[src/rtl/spi_cmd_ctrl.sv]
// Command sequencer between spi_slave and user logic: decodes 32-bit frames, updates registers, queues 24-bit replies.
// Optional build macro SPI_CMD_STATS_EN adds a frame counter and the 0x06 read-count opcode.
module spi_cmd_ctrl #(
   parameter int LED_W        = 16,
   parameter int RESP_TIMEOUT = 1024
) (
   input  logic             clk,
   input  logic             reset,
   input  logic             rd_data_available,
   input  logic [31:0]      rd_data,
   output logic             rd_ack,
   input  logic             wr_buffer_free,
   output logic             wr_en,
   output logic [23:0]      wr_data,
   output logic [LED_W-1:0] leds,
   output logic [15:0]      inv_reg,
   output logic             link_up,
   output logic             resp_dropped,
   output logic [2:0]       fsm_state
);

   localparam int TW = (RESP_TIMEOUT > 0) ? $clog2(RESP_TIMEOUT + 1) : 1;

   typedef enum logic [2:0] {
      IDLE      = 3'd0,
      LATCH     = 3'd1,
      ACK_WAIT  = 3'd2,
      RESP_WAIT = 3'd3,
      RESP      = 3'd4
   } state_t;

   state_t          state;
   logic [7:0]      op;
   logic [15:0]     payload;
   logic            pending;
   logic [23:0]     reply;
   logic [TW-1:0]   tmo;
   logic [15:0]     leds_ext;
   logic            cmd_reply;
   logic [15:0]     cmd_value;
   logic            unused_bits;

`ifdef SPI_CMD_STATS_EN
   logic [15:0]     frame_cnt;
   logic [15:0]     frame_next;
   // The 0x06 reply already counts the frame that asked for it.
   assign frame_next = frame_cnt + 16'd1;
`endif

   assign fsm_state   = state;
   assign unused_bits = ^rd_data[31:24];

   always_comb begin
      leds_ext = '0;
      leds_ext[LED_W-1:0] = leds;
   end

   // Reply decode; every replying opcode is gated by link_up.
   always_comb begin
      cmd_reply = 1'b0;
      cmd_value = '0;
      case (op)
         8'h02: begin cmd_reply = link_up; cmd_value = ~payload; end
         8'h03: begin cmd_reply = link_up; cmd_value = inv_reg;  end
         8'h04: begin cmd_reply = link_up; cmd_value = payload;  end
         8'h05: begin cmd_reply = link_up; cmd_value = leds_ext; end
`ifdef SPI_CMD_STATS_EN
         8'h06: begin cmd_reply = link_up; cmd_value = frame_next; end
`endif
         default: ;
      endcase
   end

   always_ff @(posedge clk) begin
      if (reset) begin
         state        <= IDLE;
         rd_ack       <= 1'b0;
         wr_en        <= 1'b0;
         wr_data      <= '0;
         leds         <= '0;
         inv_reg      <= '0;
         link_up      <= 1'b0;
         resp_dropped <= 1'b0;
         op           <= '0;
         payload      <= '0;
         pending      <= 1'b0;
         reply        <= '0;
         tmo          <= '0;
`ifdef SPI_CMD_STATS_EN
         frame_cnt    <= '0;
`endif
      end else begin
         rd_ack <= 1'b0;
         wr_en  <= 1'b0;
         case (state)
            IDLE: begin
               if (rd_data_available) begin
                  op      <= rd_data[7:0];
                  payload <= rd_data[23:8];
                  state   <= LATCH;
               end
            end
            LATCH: begin
               rd_ack  <= 1'b1;
               pending <= cmd_reply;
               reply   <= {op, cmd_value};
`ifdef SPI_CMD_STATS_EN
               frame_cnt <= frame_next;
`endif
               if (op == 8'h01) begin
                  link_up      <= 1'b1;
                  resp_dropped <= 1'b0;
               end
               if (link_up && op == 8'h02) inv_reg <= ~payload;
               if (link_up && op == 8'h04) leds    <= payload[LED_W-1:0];
               state <= ACK_WAIT;
            end
            // spi_slave holds the flag until its bit counter idles; waiting here avoids a double decode.
            ACK_WAIT: begin
               if (!rd_data_available) begin
                  tmo   <= TW'(RESP_TIMEOUT);
                  state <= pending ? RESP_WAIT : IDLE;
               end
            end
            RESP_WAIT: begin
               if (wr_buffer_free) begin
                  wr_en   <= 1'b1;
                  wr_data <= reply;
                  state   <= RESP;
               end else if (tmo == '0) begin
                  resp_dropped <= 1'b1;
                  state        <= IDLE;
               end else begin
                  tmo <= tmo - 1'b1;
               end
            end
            RESP:    state <= IDLE;
            default: state <= IDLE;
         endcase
      end
   end

endmodule

[config.mk]
export PLATFORM = sky130hd
export DESIGN_NAME = spi_cmd_ctrl
export DESIGN_NICKNAME = d
export VERILOG_FILES = /design/src/rtl/spi_cmd_ctrl.sv
export SDC_FILE = /design/constraint.sdc
export NUM_CORES = 1
export LEC_CHECK = 0
export CORE_UTILIZATION = 47
export DETAILED_ROUTE_END_ITERATION = 12
export PLACE_DENSITY = 0.76
export SYNTH_ARGS = -nofsm -noshare
export SYNTH_HDL_FRONTEND = slang
export SYNTH_SLANG_ARGS = --single-unit
[constraint.sdc]
create_clock -name clk -period 1.9 [get_ports clk]
set_input_delay 0.38 -clock clk [delete_from_list [all_inputs] [get_ports clk]]
set_output_delay 0.38 -clock clk [all_outputs]
set_load 0.02 [all_outputs]
==> results of run 1 <==
-- final timing paths --
path	from	to	slack (ns)	depth (start not counted)
worst max-delay path	op[4]$_SDFFE_PP0P_	inv_reg[10]$_SDFFE_PP0P_	-0.05	6
worst min-delay path	reset	fsm_state[2]$_SDFFE_PP0P_	0.24	2
worst min register to register	wr_data[7]$_SDFFE_PP0P_	wr_data[7]$_SDFFE_PP0P_	0.45	2
worst max register to register	op[4]$_SDFFE_PP0P_	inv_reg[10]$_SDFFE_PP0P_	-0.05	6
-- power by group through the flow --
stage	Combinational (mW)	Sequential [mW]	Clock, mW
final	0.683	2.71	2.93
after global routing	0.740	2.72	3.08
after CTS	0.642	2.71	2.96
after detailed placement	0.632	2.77	0
after global placement	0.611	2.76	0
after floorplan	0.399	2.76	0
-- worst max-delay path, delay by kind of cell (launching register included) --
family | cells | cell delay (ns)
flip-flops | 1 | 0.32
multiplexers | 1 | 0.23
buffers and inverters | 2 | 0.35
AND/OR/NAND/NOR | 3 | 0.92
-- cell usage in the layout (no fill, tap or decap), drive strengths merged, types with 4 or more instances in the layout --
master / count
buf: 34
o21ai: 4
mux2i: 49
a21oi: 87
nand2: 135
clkinv: 5
clkbuf: 27
dlymetal6s2s: 15
o31ai: 8
dfxtp: 123
o221ai: 16
nand2b: 6
or4: 8
inv: 54
clkdlybuf4s50: 42
nor4: 5
or3: 6
nor2: 39
dlygate4sd2: 32
o211ai: 16
-- area by class of cell --
cell class	instances	area, µm²
flip-flops and latches	123	2470
inverters	54	203
repair buffers	126	1320
clock inverters	7	66.3
fillers	897	3690
clock buffers	24	470
multi-input cells	404	2390
well taps	140	175
-- per-layer routing --
layer,wire (µm),vias to the layer above
met2,7270,161
met4,229,0
met1,5860,2295
li1,-,2311
met5,0,-
met3,802,22
-- kinds of logic after synthesis --
family / after synthesis / synth area share, %
AOI/OAI and AO/OA: 135 / 16.0
adders and majority gates: 1 / 0.241
buffers and inverters: 101 / 7.71
DFF: 123 / 47.4
muxes: 49 / 9.45
and+or+nand+nor: 219 / 19.2
-- what timing repair did --
item / 4_1_cts / 5_1_grt
setup endpoints to repair: 43 / 59
gates resized for setup: 35 / 31
pin swaps: 1 / 13
cloned: 0 / 3
setup buffers: 0 / 6
==> results.md, run 1 <==
* Failing checks: negative setup slack
* I/O Buffers at 90
* Cells after DPL at approximately 840
* H-tree depth at 4
* Synth Register Bits at approximately 120
* Share of flip-flops with an asynchronous set or reset at 0%
* Total Neg Setup Slack at -0.403 ns
* Die height at ~110 µm
* Crit-path max cell delay at between 0.5 and 0.6 ns
* Die area at around 11,000 µm²
* GR Util met3 at under 10%
* Largest cells by area after synthesis: dfxtp_1 47%, nand2_1 9.8%, mux2i_1 9.4%
* Switching Power at ~1.6 mW
* Core area at ~11,000 µm²
* Cells along the critical path: or4b_4, nor4_4, buf_4, buf_12, mux2i_2, nor2_1
* Synth top area share at ~47%
* Post-Place Setup Slack at -0.176 ns
* Synth unique cells at 40
* Crit Path Category: flip-flop to flip-flop
* Routed WL at approximately 14,000 µm
* Clock share of power at a little under half
* Slew @ Worst Pin at between 0.4 and 0.5 ns
* DRT antenna net count at 0
* Minimum clock period after layout at a little under 2 ns
* Final Max Tran Viols at 0
* Pin count of the biggest net entering global routing at 86
* Total congestion overflow at 0
* IO Count at 99
* Met1 GRT Util at 29.4%
* DRC at 0
* Max-cap violations at 0
* Global-route wire length before repair at approximately 22,000 µm
* Gr busiest metal: met2
* Ant diodes at 0
* GRT met2 Usage at 42.4%
* Post-synthesis area per instance at 8.27 µm²
* Worst hold slack at 0.238 ns
* Maximum vdd drop at between 600 and 700 µV
* Sequential share of power at between 40% and 50%
* DR WL/cell at approximately 16 µm
* Critical path fanouts, max at 8
* Yosys Warn Count at 0
* Hold WC Path Type: input port to flip-flop
* # hold bufs at CTS at 0
* Site Rows at 38
* Worst Skew at about 0.0075 ns
* CTS tree: built
* Initial antenna violation count at 0
* Status: finished, violations left
* Mapped Cells at around 630
* Syn nets at ~670
* Final Hold Fails at 0
* Clock Pin Slew Worst Setup and Hold Paths at around 0.060 ns
* Placed cell area at ~6400 µm²
* Gpl congestion at 0.853
* Largest regs: reply (24), wr_data (24)
* Clk_lat worst skew at roughly 0.53 ns
* Synth top cells by count: 135 x nand2_1, 123 x dfxtp_1, 87 x a21oi_1, 54 x inv_1, 49 x mux2i_1
* Clock buffer depth at 2
* Crit path DAT at between 2 and 2.5 ns
* Finished Cell Area at about 7100 µm²
* Overall Global Routing Usage at between 20% and 30%
* DRT iter0 DRCs at ~350
* Int Power at roughly 4.8 mW
* CP max stage cell: or4b_4
* Unrepaired setup endpoints after global routing: yes
* Worst Path Required at roughly 2.3 ns
* First-pass detailed-route iteration total at 5
* Overall Power at 6.33 mW
* Relative slew slack at 68.2%
* Post-synth EDFFs at 0
* Sw frac at about a quarter
* Worst setup SP type: flip-flop
* Fmax at approximately 510 MHz
* Final setup fails at 15
* Combinational share of power at between 10 and 15%
* Post-DR vias/cell at 5.45
* Vias in the first global route at around 4,600
* CTS Sinks at roughly 120
* Most common cell in the netlist: nand2_1
* Fin crit share at 103%
* Cts bufs inserted at 17
* Final worst setup slack at -0.0536 ns
* Area leader, netlist: dfxtp_1
* Cell Area, Synth at approximately 5200 µm²
* DP HPWL at ~8800 µm
* Initial Utilization at between 40 and 50%
* Register area share after synthesis at 47.4%
* Detailed-route via count at roughly 4,800
* Pwr dens at 891 nW/µm²
* Final Util at roughly two thirds
* Most used flip-flop cell after synthesis: dfxtp_1
* Layout cells sized above 1 at 12.7%
* Root Buffer: clkbuf_8
* Setup crit end kind: flip-flop
* Layout Cells excl Fill at 878
* DIE WIDTH at ~110 µm
* Leak Pwr at between 2 and 3 nW
* Final net count at approximately 760
* Area growth syn-to-layout at 36.7%
Power figures use the tool's default switching activity.
==> inputs of run 2 (changes only) <==
--- a/config.mk
+++ b/config.mk
@@ -5,9 +5,11 @@
 export SDC_FILE = /design/constraint.sdc
 export NUM_CORES = 1
 export LEC_CHECK = 0
-export CORE_UTILIZATION = 47
+export CELL_PAD_IN_SITES_DETAIL_PLACEMENT = 0
+export CELL_PAD_IN_SITES_GLOBAL_PLACEMENT = 1
+export CORE_UTILIZATION = 35
 export DETAILED_ROUTE_END_ITERATION = 12
-export PLACE_DENSITY = 0.76
+export PLACE_DENSITY_LB_ADDON = 0.1
 export SYNTH_ARGS = -nofsm -noshare
 export SYNTH_HDL_FRONTEND = slang
 export SYNTH_SLANG_ARGS = --single-unit
==> run 2 against run 1 <==
The flow still finishes with violations (negative setup slack); sequential cell count unchanged; register-to-register slack better by 0.03 ns; sequential power about the same; global-route usage down 5.6 points; wire length up 1.3%; first-iteration DRC count down 24%; clock power up 5%; hold slack better by 0.21 ns; die area up 34%; sequential share of layout area down 0.79 points; via count down 3.4%; critical path type unchanged.
==> results.md, run 2 (same netlist as run 1, synthesis figures left out) <==
* Final Max Tran Viols at 0 (unchanged)
* Pwr dens at 896 nW/µm² (+0.55%)
* Area of the multi-input gates at 2360 µm² (-1.0%)
* Unrepaired setup endpoints after global routing: yes
* Commonest non-fill, non-tap cell in the layout: nand2_1
* Global-route wire length before repair at 22,300 µm (+1.7%)
* Combinational share of power at 11.0% (+0.2 points)
* Critical path fanouts, max at 8 (unchanged)
* Fmax at 521 MHz (+1.8%)
* Pin count of the biggest net entering global routing at 83 (-3.5%)
* Clock Pin Slew Worst Setup and Hold Paths at 0.05 ns (about the same)
* DRT antenna net count at 0 (unchanged)
* Overall Global Routing Usage at 19.2% (-5.6 points)
* Core area at 14,500 µm² (+34%)
* Crit path DAT at 2.21 ns (-0.15 ns)
* Hold WC Path Type: flip-flop to flip-flop
* Site Rows at 44 (+16%)
* Routed WL at 14,400 µm (+1.3%)
* Worst Skew at 0.0118 ns (+0.00428 ns)
* Vias in the first global route at 4,358 (-6.0%)
* Clock buffer depth at 2 (unchanged)
* Area growth syn-to-layout at 39.6%
* DP HPWL at 9180 µm (+4.8%)
* Cells along the critical path: buf_6, or4b_4, nor4_4, buf_4, clkbuf_16, mux2i_1, nor2_1
* Fillers at 1,390 (+55%)
* CTS Sinks at 123 (unchanged)
* Final worst setup slack at -0.0189 ns (+0.0348 ns)
* DR WL/cell at 15.4 µm (-4.3%)
* Cts bufs inserted at 17 (unchanged)
* Initial antenna violation count at 0 (unchanged)
* Worst Path Required at 2.19 ns (-0.12 ns)
* DRT iter0 DRCs at 264 (-24%)
* Root Buffer: clkbuf_16
* Max-cap violations at 0 (unchanged)
* Crit Path Category: flip-flop to flip-flop
* CP max stage cell: or4b_4
* Detailed-route via count at 4,626 (-3.4%)
* Gpl congestion at 0.748 (-12%)
* DIE WIDTH at 124 µm (+16%)
* DRC at 0 (unchanged)
* Die area at 15,300 µm² (+34%)
* Final Hold Fails at 0 (unchanged)
* H-tree depth at 4 (unchanged)
* Worst setup SP type: flip-flop
* Switching Power at 1.57 mW (+0.44%)
* Minimum clock period after layout at 1.92 ns (-0.0348 ns)
* Fin crit share at 101% (-1.8 points)
* Ant diodes at 0 (unchanged)
* Clk_lat worst skew at 0.41 ns (-0.12 ns)
* Clock share of power at 47.3% (+1.0 points)
* Die height at 124 µm (+16%)
* Total congestion overflow at 0 (unchanged)
* Slew @ Worst Pin at 0.431 ns (-0.0423 ns)
* Most frequent cells in the layout: 134 x nand2_1, 117 x dfxtp_1, 87 x a21oi_1, 85 x clkdlybuf4s50_1, 54 x inv_1
* Maximum vdd drop at 640 µV (-3.9%)
* Sw frac at 24.1% (-0.53 points)
* Final net count at 771 (+1.0%)
* Sequential share of power at 41.7% (-1.2 points)
* Crit-path max cell delay at 0.52 ns (-0.05 ns)
* I/O Buffers at 90 (unchanged)
* Initial Utilization at 35.9% (-12 points)
* Post-DR vias/cell at 4.97 (-8.8%)
* Int Power at 4.93 mW (+3.4%)
* Final setup fails at 10 (-5)
* IO Count at 99 (unchanged)
* Storage cell area at 2470 µm² (-0.20%)
* Largest regs: reply (24), wr_data (24)
* Overall Power at 6.49 mW (+2.7%)
* Setup crit end kind: flip-flop
* Relative slew slack at 71.0% (+2.8 points)
* Leak Pwr at 2.59 nW (-11%)
* Layout cells sized above 1 at 12.9% (+0.13 points)
* Total Neg Setup Slack at -0.0958 ns (+0.308 ns)
* CTS tree: built
* Failing checks: negative setup slack
* Status: finished, violations left
* First-pass detailed-route iteration total at 4 (-1)
* # hold bufs at CTS at 0 (unchanged)
==> run 2: changes by cell type in the layout (fill, tap and decap cells not counted), sizes merged <==
cell           before  now
buf                34   42
clkbuf             27   28
clkdlybuf4s50      42   85
clkinv              5    4
dlygate4sd2        32    2
dlymetal6s2s       15    2
==> run 2: layout make-up <==
class / count / area share (%)
repair buffers: 134 / 19.5
clock buffers: 25 / 6.98
flip-flops and latches: 123 / 34.1
clock inverters: 6 / 0.846
inverters: 54 / 2.80
well taps: 184 / 3.18
multi-input cells: 404 / 32.6
==> run 2: power by group through the flow <==
stage / combinational (mW) / clock, mW / sequential (mW)
floorplan: 0.399 / 0 / 2.76
detailed placement: 0.684 / 0 / 2.76
global route: 0.785 / 3.27 / 2.71
global placement: 0.673 / 0 / 2.75
finish: 0.713 / 3.07 / 2.71
CTS: 0.694 / 3.14 / 2.70
==> run 2: worst max-delay path, delay by kind of cell, from the launching register on <==
| family | cells | cell delay [ns] |
|---|---|---|
| simple gates | 3 | 0.83 |
| buf+inv | 3 | 0.46 |
| flops | 1 | 0.32 |
| mux | 1 | 0.18 |
==> run 2: stage by stage <==
stage | util, % | cells | setup slack, ns | hold WS [ns] | instance area (µm²)
after CTS | 49.1 | 922 | -0.0127 | 0.452 | 7110
after floorplan | - | 628 | -0.0934 | 0.432 | 5200
final | 50.1 | 930 | -0.0189 | 0.451 | 7250
after detailed placement | 45.1 | 891 | -0.145 | 0.443 | 6530
after global placement | 45.1 | 891 | -0.123 | 0.442 | 6530
after global routing | 50.1 | 930 | -0.0795 | 0.467 | 7250
==> run 2: timing repair <==
item,4_1_cts,5_1_grt
endpoints found under the setup margin,15,48
setup buffers,0,5
pin swaps,0,13
cloned,0,3
gates resized for setup,6,10
==> run 2: path summary, 6_finish.rpt <==
path                              start                    end  slack (ns)  cells past startpoint
setup / recovery     op[3]$_SDFFE_PP0P_   leds[5]$_SDFFE_PP0P_       -0.02                      7
hold / removal    reply[6]$_SDFFE_PP0P_  reply[6]$_SDFFE_PP0P_        0.45                      2
setup reg to reg     op[3]$_SDFFE_PP0P_   leds[5]$_SDFFE_PP0P_       -0.02                      7
hold reg to reg   reply[6]$_SDFFE_PP0P_  reply[6]$_SDFFE_PP0P_        0.45                      2
==> run 2: per-layer routing <==
metal | global-route usage [%] | share of wire, % | vias to the layer above
met5 | 0 | 0 | -
met4 | 5.95 | 1.1 | 0
met3 | 4.85 | 3.8 | 16
met2 | 30.7 | 46 | 81
met1 | 25.2 | 49 | 2195
li1 | - | - | 2334
==> inputs of run 3 (changes only) <==
==> constraint.sdc (replaced) <==
create_clock -name clk -period 1.6 [get_ports clk]
set_input_delay 0.32 -clock clk [delete_from_list [all_inputs] [get_ports clk]]
set_output_delay 0.32 -clock clk [all_outputs]
set_load 0.02 [all_outputs]
==> run 3 against run 2 <==
The run still ends with negative setup slack left; critical path depth is 1 lower; combinational power grew 47%; design area up 4.6%; maximum frequency is 1.8% higher; non-clock buffer count up 20; core utilization up 2.3 points; clock skew shrank 0.0062 ns; sequential share of layout area decreased by 1.4 points; largest cell class is now multi-input gates; highest routed layer unchanged.
==> results.md, run 3 (same netlist as run 1, synthesis figures left out) <==
* Worst hold slack at 0.107 ns (-0.344 ns)
* Post-DR vias/cell at 4.91 (-1.3%)
* # hold bufs at CTS at 0 (unchanged)
* Initial antenna violation count at 0 (unchanged)
* Fmax at 530 MHz (+1.8%)
* Reg2Reg Setup Slack at -0.29 ns (-0.27 ns)
* Fillers at 1,363 (-1.9%)
* Fin crit share at 118% (+17 points)
* Met1 GRT Util at 27.5% (+2.3 points)
* Final worst setup slack at -0.285 ns (-0.266 ns)
* Leak Pwr at 3.01 nW (+17%)
* Worst Path Required at 1.88 ns (-0.31 ns)
* Vias in the first global route at 4,252 (-2.4%)
* GR Util met3 at 3.85% (-1.0 points)
* Total congestion overflow at 0 (unchanged)
* DRT antenna net count at 0 (unchanged)
* Slew @ Worst Pin at 0.523 ns (+0.0926 ns)
* DRT iter0 DRCs at 201 (-24%)
* Die area at 15,300 µm² (unchanged)
* Detailed-route via count at 4,676 (+1.1%)
* Global-route wire length before repair at 22,300 µm (about the same)
* Routed WL at 14,600 µm (+1.4%)
* Commonest non-fill, non-tap cell in the layout: nand2_1
* Site Rows at 44 (unchanged)
* Area growth syn-to-layout at 46.0%
* Layout cells sized above 1 at 19.8% (+6.9 points)
* Sw frac at 23.9% (-0.21 points)
* First-pass detailed-route iteration total at 4 (unchanged)
* Overall Global Routing Usage at 19.1% (-0.054 points)
* Final Hold Fails at 0 (unchanged)
* Setup crit end kind: flip-flop
* I/O Buffers at 90 (unchanged)
* Final Util at 52.4% (+2.3 points)
* Switching Power at 1.99 mW (+27%)
* Clock buffer depth at 2 (unchanged)
* CTS Sinks at 123 (unchanged)
* Reg2reg start: op[4]$_SDFFE_PP0P_
* CTS tree: built
* Final Max Tran Viols at 0 (unchanged)
* Int Power at 6.34 mW (+29%)
* Total Neg Setup Slack at -12.53 ns (-12.43 ns)
* Hold WC Path Type: input port to flip-flop
* Max-cap violations at 0 (unchanged)
* Status: finished, violations left
* GRT met2 Usage at 28.1% (-2.7 points)
* Failing checks: negative setup slack
* Clk_lat worst skew at 0.42 ns (about the same)
* Initial Utilization at 35.9% (unchanged)
* Relative slew slack at 65.1% (-5.9 points)
* Pin count of the biggest net entering global routing at 112 (+35%)
* Critical path fanouts, max at 8 (unchanged)
* Crit path DAT at 2.17 ns (-0.04 ns)
* Minimum clock period after layout at 1.89 ns (-0.0338 ns)
* Combinational share of power at 12.6% (+1.6 points)
* DP HPWL at 9250 µm (+0.81%)
* Ant diodes at 0 (unchanged)
* Clock Pin Slew Worst Setup and Hold Paths at 0.06 ns (about the same)
* Worst R2R End: leds[6]$_SDFFE_PP0P_
* Gpl congestion at 0.750 (+0.25%)
* WHS Path Cells at 2 (unchanged)
* DIE WIDTH at 124 µm (unchanged)
* Maximum vdd drop at 660 µV (+3.2%)
* Final setup fails at 60 (+50)
* DR WL/cell at 15.3 µm (-0.92%)
* Most frequent cells in the layout: 133 x nand2_1, 114 x dfxtp_1, 80 x a21oi_1, 61 x dlygate4sd2_1, 52 x inv_1
* Storage cell area at 2480 µm² (+0.25%)
* IO Count at 99 (unchanged)
* Clock share of power at 48.8% (+1.5 points)
* Worst Skew at 0.00557 ns (-0.00619 ns)
* Root Buffer: clkbuf_16
* Worst setup SP type: flip-flop
* Pwr dens at 1100 nW/µm² (+23%)
* Core area at 14,500 µm² (unchanged)
* Gr busiest metal: met2
* Final net count at 792 (+2.7%)
* DRC at 0 (unchanged)
* Reg2reg path depth at 6 (-1)
* Largest regs: reply (24), wr_data (24)
* Hold Crit Start: reset
* Crit Path Category: flip-flop to flip-flop
* Sequential share of power at 38.6% (-3.1 points)
* Unrepaired setup endpoints after global routing: yes
* H-tree depth at 4 (unchanged)
* Cts bufs inserted at 17 (unchanged)
* Area of the multi-input gates at 2540 µm² (+7.6%)
* Die height at 124 µm (unchanged)
* Hold endpoint: resp_dropped$_SDFFE_PP0P_
-- run 3: worst max-delay path: stages, from the launching register on --
cell,delay [ns]
dfxtp_2,0.32
or4b_4,0.57
nor4_4,0.26
buf_4,0.19
clkbuf_16,0.18
mux2i_1,0.18
nor2_1,0.05
-- run 3: metrics by stage --
stage	power [mW]	instances	instance area, µm²	setup slack (ns)
floorplan	3.78	628	5260	-0.393
global placement	4.14	905	6660	-0.414
detailed placement	4.16	905	6660	-0.447
CTS	8.28	938	7280	-0.284
global route	8.64	952	7580	-0.348
finish	8.33	952	7580	-0.285
-- run 3: worst max path at each step --
stage / startpoint / to / slack [ns] / cells past startpoint
2_1_floorplan: op[7]$_SDFFE_PP0P_ / leds[10]$_SDFFE_PP0P_ / -0.39 / 5
3_3_place_gp: wr_buffer_free / tmo[6]$_SDFFE_PP0P_ / -0.41 / 5
3_5_place_dp: wr_buffer_free / tmo[6]$_SDFFE_PP0P_ / -0.45 / 5
4_1_cts: op[6]$_SDFFE_PP0P_ / inv_reg[1]$_SDFFE_PP0P_ / -0.28 / 5
5_1_grt: op[4]$_SDFFE_PP0P_ / leds[9]$_SDFFE_PP0P_ / -0.35 / 6
6_report: op[4]$_SDFFE_PP0P_ / leds[6]$_SDFFE_PP0P_ / -0.29 / 6
-- run 3: cell type report --
cell class,count,area share [%]
Sequential cell,123,32.7
Timing Repair Buffer,154,19.8
Multi-Input combinational cell,405,33.6
Inverter,54,2.67
Tap cell,184,3.04
Clock inverter,12,2.23
Clock buffer,20,6.02
-- run 3: timing repair --
action                     4_1_cts  5_1_grt
cloned                           0        6
resized for setup               83       34
setup endpoints to repair      124       90
pin swaps                        7       31
setup buffers                    1        8
-- run 3: per-layer routing --
layer	share of wire (%)	up-vias
met5	0	-
met4	1.3	0
met3	2.8	15
met2	45	92
met1	51	2187
li1	-	2382
-- run 3: power by group through the flow --
stage / Combinational, mW / Sequential, mW / Clock, mW
floorplan: 0.497 / 3.28 / 0
global placement: 0.864 / 3.27 / 0
detailed placement: 0.886 / 3.28 / 0
CTS: 0.938 / 3.22 / 4.12
global route: 1.14 / 3.23 / 4.27
finish: 1.05 / 3.22 / 4.06
==> patch 1: new RTL, flow settings as in run 3 <==
The parameter `RESP_TIMEOUT` goes from 1024 to 2048.
--- a/src/rtl/spi_cmd_ctrl.sv
+++ b/src/rtl/spi_cmd_ctrl.sv
@@ -2,7 +2,7 @@
 // Optional build macro SPI_CMD_STATS_EN adds a frame counter and the 0x06 read-count opcode.
 module spi_cmd_ctrl #(
    parameter int LED_W        = 16,
-   parameter int RESP_TIMEOUT = 1024
+   parameter int RESP_TIMEOUT = 2048
 ) (
    input  logic             clk,
    input  logic             reset,
Function: same outputs for any inputs over 10 cycles, from zero or initial values and one cycle with reset high; that may be too few to reach the edited logic, so the function may still have changed.
==> patch 1 against run 3 <==
The run still ends with setup timing left. Routed wire length up 7.5%. Synthesized area increased by 6.0%. Synthesized cell count increased by 4.8%. Power increased by 1.7%. Clock skew grew 0.00080 ns. Largest cell class unchanged. Sequential cell count rose by 1. Setup slack got worse by 0.21 ns. Cell area increased by 5.2%. Critical path type unchanged.
==> patch 1: results (changes against run 3) <==
| Metric | Value |
|---|---|
| Status | `complete, but fails checks` |
| Violated checks | `setup timing` |
| Setup violators final | `54 (-10%)` |
| Final WS setup | `-0.490 ns (-0.205 ns)` |
| Met3 Resource Use GR | `3.94% (+0.090 points)` |
| Worst R2R Path Depth | `5 (-1)` |
| Initial drt markers | `237 (+18%)` |
| Net Sw Power | `2.01 mW (+1.1%)` |
| Synth unique cells | `48 (+20%)` |
| Flop and latch count out of synthesis | `124 (+0.81%)` |
| Dpl hpwl | `10.5 mm (+14%)` |
| Post-synthesis sequential area ratio | `45.1% (-2.3 points)` |
| TNS Setup | `-19.74 ns (-7.21 ns)` |
| Critical path arrival | `2.40 ns (+0.23 ns)` |
| Total track usage | `20.3% (+1.1 points)` |
| Setup Skew | `0.00637 ns (+0.000798 ns)` |
| Hold worst-path end | `payload[8]$_SDFFE_PP0P_` |
| Most area-consuming cells after synthesis | `dfxtp_1 45%, nand2_1 9.1%, a21oi_1 7.5%` |
| First-pass GRT wire length | `25.7 mm (+15%)` |
| Leak | `3.14 nW (+4.2%)` |
| Slowest stage delay, CP | `0.54 ns (-0.03 ns)` |
| Pin count of the biggest net entering global routing | `45 (-60%)` |
| Switching share of power | `23.8% (-0.14 points)` |
| Filler cell count | `1444 (+5.9%)` |
| Net count after synthesis | `696 (+4.7%)` |
| Layout cell share with drive strength beyond 1 | `21.0% (+1.2 points)` |
| Vias in the first global route | `5051 (+19%)` |
| FF-to-FF Start | `op[3]$_SDFFE_PP0P_` |
| Crit-path max FO | `16 (+8)` |
patch 1: what timing repair did:
action / CTS / global route
gates resized for setup: 90 / 28
hold buffers: 0 / 0
pin swaps: 10 / 12
buffers inserted: 7 / 6
gates cloned: 3 / 0
setup endpoints to repair: 125 / 74
patch 1: logic make-up (layout without fill, tap and decap cells):
group / after synthesis / count (layout) / synth area share, %
adder cells (fa/ha/maj): 2 / 2 / 0.454
flip-flops: 124 / 124 / 45.1
AO/OA/AOI/OAI: 135 / 135 / 15.3
AND/OR/NAND/NOR: 258 / 259 / 22.4
multiplexers: 51 / 51 / 10.3
buffers and inverters: 88 / 235 / 6.48
patch 1: routing by layer:
layer / wire length [µm] / vias up
li1: - / 2510
met1: 7030 / 2404
met2: 7700 / 99
met3: 556 / 22
met4: 362 / 0
met5: 0 / -
patch 1: layout make-up:
| cell class | count | area share (%) |
|---|---|---|
| clock inverter | 5 | 1.29 |
| sequential | 124 | 31.2 |
| clock buffer | 26 | 6.64 |
| multi-input combinational | 447 | 36.1 |
| timing repair buffer | 166 | 19.7 |
| inverter | 38 | 1.79 |
| tap | 211 | 3.31 |
patch 1: critical path: cells and delay by family (launching register included):
family,cells,cell delay (ns)
buf+inv,1,0.22
simple gates,3,1.10
mux,1,0.34
flops,1,0.31
patch 1: stage by stage:
step | worst slack, ns | std cells | instance area (µm²) | hold WS, ns | util (%)
finish | -0.490 | 1017 | 7970 | 0.390 | 52.3
detailed placement | -0.473 | 971 | 7060 | 0.450 | 46.3
floorplan | -0.657 | 658 | 5550 | 0.432 | -
CTS | -0.478 | 1012 | 7840 | 0.367 | 51.4
global placement | -0.452 | 971 | 7060 | 0.445 | 46.3
global route | -0.525 | 1017 | 7970 | 0.403 | 52.3
==> patch 2: new RTL, flow settings as in run 3 <==
Made on the original files. Put one more register stage on the output `leds`, with the module's reset. The value now appears one clock later. The other outputs are not delayed to match.
--- a/src/rtl/spi_cmd_ctrl.sv
+++ b/src/rtl/spi_cmd_ctrl.sv
@@ -29,6 +29,8 @@
       RESP      = 3'd4
    } state_t;
 
+   logic [LED_W-1:0] leds_s0;
+
    state_t          state;
    logic [7:0]      op;
    logic [15:0]     payload;
@@ -52,7 +54,7 @@
 
    always_comb begin
       leds_ext = '0;
-      leds_ext[LED_W-1:0] = leds;
+      leds_ext[LED_W-1:0] = leds_s0;
    end
 
    // Reply decode; every replying opcode is gated by link_up.
@@ -77,7 +79,7 @@
          rd_ack       <= 1'b0;
          wr_en        <= 1'b0;
          wr_data      <= '0;
-         leds         <= '0;
+         leds_s0      <= '0;
          inv_reg      <= '0;
          link_up      <= 1'b0;
          resp_dropped <= 1'b0;
@@ -112,7 +114,7 @@
                   resp_dropped <= 1'b0;
                end
                if (link_up && op == 8'h02) inv_reg <= ~payload;
-               if (link_up && op == 8'h04) leds    <= payload[LED_W-1:0];
+               if (link_up && op == 8'h04) leds_s0 <= payload[LED_W-1:0];
                state <= ACK_WAIT;
             end
             // spi_slave holds the flag until its bit counter idles; waiting here avoids a double decode.
@@ -140,5 +142,13 @@
       end
    end
 
+   always_ff @(posedge clk) begin
+      if (reset) begin
+         leds <= '0;
+      end else begin
+         leds <= leds_s0;
+      end
+   end
+
 endmodule
 
Check against the original RTL: not equivalent (Yosys sat finds a counterexample within 10 cycles, from zero or initial values and one cycle with reset high).
==> patch 2 against run 3 <==
The run still ends with setup timing left. Routed wire length up 14%. Synthesized area up 6.5%. Cell area up 9.0%. Clock power is 1% lower. Clock skew rose by 0.0031 ns. Power is 5.6% higher. Setup slack lost 0.14 ns. Non-clock buffer count increased by 15. Largest cell class unchanged. Sequential cell count is 16 higher.
==> patch 2: results (changes against run 3) <==
| Metric | Value |
|---|---|
| Setup violators final | `51 (-15%)` |
| Layout clock area frac | `7.27% (-0.98 points)` |
| Pre-CTS WS | `-0.367 ns (+0.0808 ns)` |
| Multi-input logic area | `2900 µm² (+14%)` |
| Signal buf overhead | `20.3% (+0.44 points)` |
| Leak | `3.39 nW (+13%)` |
| Syn Area/Cell | `8.88 µm² (+7.4%)` |
| Violated checks | `setup timing` |
| Post-synthesis sequential area ratio | `50.3% (+2.9 points)` |
| TNS Setup | `-17.84 ns (-5.31 ns)` |
| Net Sw Power | `2.21 mW (+11%)` |
| Most instantiated cells after synthesis | `139 x dfxtp_1, 138 x nand2_1, 63 x a21oi_1, 45 x nor2_1, 37 x clkbuf_1` |
| Multi-input gate count | `428 (+5.7%)` |
| Total track usage | `20.0% (+0.84 points)` |
| Total power | `8.80 mW (+5.6%)` |
| Met1 Usage GRT | `26.1% (-1.4 points)` |
| Most area-consuming cells after synthesis | `dfxtp_1 50%, nand2_1 9.4%, a21oi_1 5.7%` |
| Vias in the first global route | `4882 (+15%)` |
| Met1 WL | `7.78 mm (+5.6%)` |
| Critical-path top delay cell | `or4_4` |
| Slew at the pin closest to its max-slew limit | `0.644 ns (+0.121 ns)` |
| First-pass GRT wire length | `25.1 mm (+13%)` |
| Clk pwr share | `45.6% (-3.2 points)` |
| Final WS setup | `-0.421 ns (-0.136 ns)` |
| Critical R2R Capture | `inv_reg[0]$_SDFFE_PP0P_` |
| Bufs w/o clock | `169 (+9.7%)` |
| Pin count of the biggest net entering global routing | `50 (-55%)` |
| Status | `complete, but fails checks` |
| Mapped Area | `5530 µm² (+6.5%)` |
| Worst VDD drop | `0.000726 V (+10%)` |
| Synth unique cells | `49 (+23%)` |
| Inverters | `8 (-85%)` |
| Filler cell count | `1452 (+6.5%)` |
| Vias per cell | `5.09 (+3.6%)` |
| GPL Wtd Cong | `0.777 (+3.5%)` |
| Setup Skew | `0.00866 ns (+0.00308 ns)` |
-- patch 2: cell count changes in the layout (fill, tap and decap cells not counted), moves of 10 or more --
cell             run 3  this run
a221oi_1             0        16
mux2i_1             48        18
nor3_2               0        12
o211ai_1            16         1
a211oi_1             0        16
o221ai_1            16         0
nor2b_1              0        17
a31o_1               0        16
dfxtp_1            114       130
a21oi_1             80        56
inv_1               52         5
buf_6                8        18
-- patch 2: logic make-up (layout without fill, tap and decap cells) --
group | Yosys count | after routing | synth area share (%)
AOI/OAI and AO/OA | 147 | 147 | 17.8
DFF | 139 | 139 | 50.3
adders and majority gates | 1 | 1 | 0.226
buffers and inverters | 56 | 208 | 4.68
and+or+nand+nor | 258 | 258 | 22.9
muxes | 22 | 22 | 4.00
-- patch 2: timing repair --
action                     in CTS  in global routing
pin swaps                       8                 44
cloned                          1                  6
buffers inserted                6                  6
resized for setup              93                 80
setup endpoints to repair     147                 99
hold buffers                    0                  0
